==> src/rtl/systolic_pkg.sv <==
// Shared types and defaults for the systolic array drain stage.
package systolic_pkg;

  typedef enum logic [1:0] {
    IDLE = 2'd0,
    WAIT = 2'd1,
    SEND = 2'd2,
    DONE = 2'd3
  } drain_state_t;

  // Accumulators are final once the last operand wavefront has crossed the array.
  function automatic int DRAIN_SETTLE_DEFAULT(input int size);
    return 3 * size - 2;
  endfunction

endpackage

==> src/rtl/systolic_sat.sv <==
// Signed width->owidth saturator with clip flag; purely combinational, no backpressure.
module systolic_sat #(
  parameter int width  = 32,
  parameter int owidth = 16
) (
  input  logic [width-1:0]  acc_i,
  output logic [owidth-1:0] res_o,
  output logic              sat_o
);

  if (owidth == width) begin : g_pass
    assign res_o = acc_i;
    assign sat_o = 1'b0;
  end else begin : g_clip
    logic                    sign;
    logic [width-owidth-1:0] upper;
    logic                    over_hi;
    logic                    over_lo;

    // The value fits only when every bit above the output sign equals the input sign.
    assign sign    = acc_i[width-1];
    assign upper   = acc_i[width-2:owidth-1];
    assign over_hi = !sign && (|upper);
    assign over_lo = sign && !(&upper);
    assign sat_o   = over_hi | over_lo;

    always_comb begin
      res_o = acc_i[owidth-1:0];
      if (over_hi) res_o = {1'b0, {(owidth-1){1'b1}}};
      if (over_lo) res_o = {1'b1, {(owidth-1){1'b0}}};
    end
  end

endmodule

==> src/rtl/systolic_drain.sv <==
// Snapshots the PE accumulators after `settle` MAC cycles and streams them row-major, saturated.
// First beat follows the settle-th mac_en edge; one beat per cycle, outputs hold while send_rdy=0.
module systolic_drain
  import systolic_pkg::*;
#(
  parameter int size   = 4,
  parameter int width  = 32,
  parameter int owidth = 16,
  parameter int settle = DRAIN_SETTLE_DEFAULT(size)
) (
  input  logic                         clk,
  input  logic                         rst_n,
  input  logic                         mac_en,
  input  logic                         clear,
  input  logic [size*size*width-1:0]   pe_acc,
  output logic                         send_val,
  input  logic                         send_rdy,
  output logic [owidth-1:0]            send_msg,
  output logic [$clog2(size)-1:0]      send_row,
  output logic [$clog2(size)-1:0]      send_col,
  output logic                         send_last,
  output logic                         send_sat,
  output logic                         busy,
  output logic                         done
);

  localparam int N  = size * size;
  localparam int IW = $clog2(N);
  localparam int RW = $clog2(size);
  localparam int CW = $clog2(settle);
  localparam logic [CW-1:0] CNT_LAST = CW'(settle - 1);
  localparam logic [IW-1:0] IDX_LAST = IW'(N - 1);

  drain_state_t       state_q, state_d;
  logic [CW-1:0]      cnt_q, cnt_d;
  logic [IW-1:0]      idx_q, idx_d;
  logic [N*width-1:0] snap_q;
  logic               capture;
  logic               in_send;
  logic [width-1:0]   sel_acc;
  logic [owidth-1:0]  sat_res;
  logic               sat_flag;

  always_ff @(posedge clk or negedge rst_n) begin
    if (!rst_n) begin
      state_q <= IDLE;
      cnt_q   <= '0;
      idx_q   <= '0;
    end else begin
      state_q <= state_d;
      cnt_q   <= cnt_d;
      idx_q   <= idx_d;
    end
  end

  // Snapshot buffer carries no reset; it is only read after a capture.
  always_ff @(posedge clk) begin
    if (capture) snap_q <= pe_acc;
  end

  always_comb begin
    state_d = state_q;
    cnt_d   = cnt_q;
    idx_d   = idx_q;
    capture = 1'b0;
    case (state_q)
      IDLE: begin
        if (mac_en) begin
          state_d = WAIT;
          cnt_d   = CW'(1);
        end
      end
      WAIT: begin
        if (!mac_en) begin
          state_d = IDLE;
          cnt_d   = '0;
        end else if (cnt_q == CNT_LAST) begin
          capture = 1'b1;
          idx_d   = '0;
          state_d = SEND;
        end else begin
          cnt_d = cnt_q + 1'b1;
        end
      end
      SEND: begin
        if (send_rdy) begin
          if (idx_q == IDX_LAST) state_d = DONE;
          else                   idx_d   = idx_q + 1'b1;
        end
      end
      DONE:    state_d = DONE;
      default: state_d = IDLE;
    endcase
    if (clear) begin
      state_d = IDLE;
      cnt_d   = '0;
      idx_d   = '0;
      capture = 1'b0;
    end
  end

  assign in_send = (state_q == SEND);
  assign sel_acc = snap_q[idx_q*width +: width];

  systolic_sat #(
    .width (width),
    .owidth(owidth)
  ) u_sat (
    .acc_i(sel_acc),
    .res_o(sat_res),
    .sat_o(sat_flag)
  );

  // Every beat field is masked to zero outside SEND.
  assign send_val  = in_send;
  assign send_msg  = in_send ? sat_res : '0;
  assign send_sat  = in_send & sat_flag;
  assign send_row  = in_send ? RW'(idx_q / size) : '0;
  assign send_col  = in_send ? RW'(idx_q % size) : '0;
  assign send_last = in_send && (idx_q == IDX_LAST);
  assign busy      = (state_q == WAIT) || in_send;
  assign done      = (state_q == DONE);

endmodule

==> config.mk <==
export PLATFORM = sky130hd
export DESIGN_NAME = systolic_drain
export DESIGN_NICKNAME = d
export VERILOG_FILES = /design/src/rtl/systolic_pkg.sv /design/src/rtl/systolic_sat.sv /design/src/rtl/systolic_drain.sv
export SDC_FILE = /design/constraint.sdc
export NUM_CORES = 1
export LEC_CHECK = 0
export CAP_MARGIN = 20
export CORE_AREA = 4 4 267 269
export CTS_BUF_LIST = sky130_fd_sc_hd__clkbuf_8
export DETAILED_ROUTE_END_ITERATION = 8
export DIE_AREA = 0 0 271 273
export GPL_ROUTABILITY_DRIVEN = 1
export MAX_ROUTING_LAYER = met4
export PLACE_DENSITY_LB_ADDON = 0.08
export SLEW_MARGIN = 40
export SYNTH_ARGS = -nofsm -noshare
export SYNTH_HDL_FRONTEND = slang
export SYNTH_SLANG_ARGS = --single-unit
==> constraint.sdc <==
create_clock -name clk -period 28.9 [get_ports clk]
set_input_delay 2.89 -clock clk [delete_from_list [all_inputs] [get_ports clk]]
set_output_delay 2.89 -clock clk [all_outputs]
set_load 0.02 [all_outputs]
==> results.toml <==
[timing]
setup_violations = 0
hold_viol_final = 0
tightest_slew_ps = 878.0
slew_headroom_pct = 41.47
drv_slew = 0
rsz0062_at_grt = "no"
period_needed_ps = 8911
post-route-period-util_pct = 30.83
tns_ps = 0
finClkSkew_ps = 33.96
max_freq_mhz = 112.2

[final_layout]
fin_nets = 2077
mostFrequentLayoutCell = "clkdlybuf4s50_1"
area_delta_synth_final_pct = 40.00
stdcell_area_mm2 = 0.02875
layout_common_cells = "clkdlybuf4s50_1, edfxtp_1, mux4_2"
layout-drive-gt1-share_pct = 16.86

[run]
cap_violations = 0

[route]
routed_wl_um = 63170
wl_met1_um = 24780
drc = 0
met3_length_um = 5273
ant_nets = 0
top_layer = "met4"
dr.pass1.iters = 5
drt_iter0_markers = 879
vias = 11780
wl_met2_um = 31890
viasPerCell = 4.540
wl_per_cell_um = 24.35

[global_route]
grt.overflow.total = 0
track_usage_pct = 17.19
grt_pass1_vias = 13010
grt_pass1_wl_um = 88820
antenna_found_initial = 32
grt_max_degree = 95

[place]
port_buffers = 541
finalWeightedCongestion = 0.7452
hpwl_um = 45160
placed_cell_area_mm2 = 0.02696

[hold_path]
hp-class = "flop to flop"

[synth]
yosys.area_share.xor_xnor_pct = 0
async_reset_ff_share_pct = 1.916
netlist_area_mm2 = 0.02053
synth_top_family_by_area = "multiplexers"
yosysTopAreaCell = "edfxtp_1"
synth_top_area_share_pct = 74.88
synth_seq_cells = 522
yosysSeqAreaShare_pct = 76.10
synth-adder-area-share_pct = 0.4265
netlist_instances = 951
synth_edf_count = 512
synth-simple-area-share_pct = 1.444
synth_compound_area_share_pct = 4.558
netlist_top_cells_area = "edfxtp_1, mux4_2, mux2i_1"
yosys_warnings = 0
synth_nets = 1475
synth_top_flop_cell = "edfxtp_1"
synth_area_per_cell_um2 = 21.59
synthMuxAreaShare_pct = 15.29
ys_types = 46

[clocking]
clk_pin_slew_ps = 50
cts_hold_buffers = 0
root_buffer = "clkbuf_8"
cts_resized = 0
worstSkewPairLatency_ps = 670
htree_levels = 3
cts-buffers-inserted = 94
clock-sinks = 522
cts_setup_buffers = 0
cts_tree = "yes"
clockBufferDepth = 3

[worst_setup_path]
crit_path_end_kind = "output port"
path_max_fanout = 51
path_cells = "buf_6, and2_2, buf_4, a221oi_1, a22oi_1, nand4_1, nor4_1, a31o_2, a211oi_1, clkdlybuf4s50_1"
cp_top_family = "buffers and inverters"
critical_path_arrival_ps = 6020
slowest_stage = "dfrtp_4"
path_class = "flop to output port"
max_stage_delay_ps = 950
path_buf_inv = 3
start_kind = "flop"
worstPathRequired_ps = 26010

[floorplan]
rows = 96
die_h_um = 273
dieArea_mm2 = 0.07398
core_area_mm2 = 0.06859
die_x_um = 271
start_util_pct = 29.94
pin_count = 542

[power]
power.density_mw_per_mm2 = 54.55
ir_drop_v = 0.00003396
p_leak_nw = 9.096

[status]
status = "finished clean"
-- logic make-up (layout without fill, tap and decap cells) --
group | Yosys count | count (layout)
and+or+nand+nor | 58 | 58
AOI/OAI and AO/OA | 114 | 114
adders and majority gates | 7 | 7
buffers and inverters | 73 | 753
muxes | 177 | 177
DFF | 522 | 522
other | 0 | 32
-- layer usage --
metal / up-vias / global-route usage, %
li1: 5315 / -
met1: 5929 / 19.73
met2: 446 / 28.60
met3: 88 / 6.760
met4: 0 / 4.017
met5: - / -
-- Yosys cell counts, types with 5 or more instances --
cell      number
inv_1         14
mux4_2       109
nand2_1       19
a21oi_1        8
buf_2         10
a211oi_1       7
o21ai_0       22
nor2_1         9
and2_1         5
a221oi_1      22
nand4_1        9
a211oi_2      10
buf_1          6
edfxtp_1     512
buf_6          7
a221oi_2      10
clkbuf_1      14
buf_4          8
clkinv_1       7
a22oi_1       20
mux2i_1       64
dfrtp_1       10
ha_1           7
-- flip-flops by register name (all words and copies together) (netlist names) --
signal / cells
state_q: 2
cnt_q: 4
snap_q: 512
idx_q: 4
-- report_power, final --
group / switching, W / total [W] / internal (W)
clock: 0.000307 / 0.000631 / 0.000324
combinational: 0.0000304 / 0.000103 / 0.0000731
sequential: 0.00000196 / 0.000834 / 0.000832
-- path summary, 6_finish.rpt --
kind | startpoint | to | slack, ps | cells after the start
max | idx_q[1] | send_msg[2] | 19990 | 10
min | cnt_q[1] | cnt_q[1] | 540 | 2
max reg2reg | state_q[1] | snap_q[68] | 25140 | 7
min reg2reg | cnt_q[1] | cnt_q[1] | 540 | 2
max in group asynchronous | rst_n | idx_q[2] | 25940 | 1
min in group asynchronous | rst_n | cnt_q[3] | 2560 | 1
-- worst reg2reg max path, delay by kind of cell (launching register included) --
family / cells / cell delay (ps)
fa+ha+maj: 1 / 300
buf+inv: 4 / 2140
flops: 1 / 420
simple gates: 2 / 450
-- through the flow --
stage                     util, %  hold WS [ps]  setup WS, ps  total power [W]  instances
after detailed placement    39.32         532.3         20480        0.0009540       2388
after global placement      39.22         520.7         20070        0.0009535       2387
after CTS                   41.79         543.2         19700         0.001597       2562
after global routing        41.91         596.1         19600         0.001641       2593
final                       41.91         535.1         19990         0.001568       2594
after floorplan                 -         494.8          3174        0.0008716        951
-- area by class of cell --
class                           instances  area (um^2)
Inverter                               21        78.83
Timing Repair Buffer                  558         5608
Clock buffer                           98         1349
Tap cell                              931         1165
Antenna cell                           32        80.08
Clock inverter                         76        350.3
Multi-Input combinational cell        356         4482
Fill cell                            6147        39840
Sequential cell                       522        15630
Power figures use the tool's default switching activity.
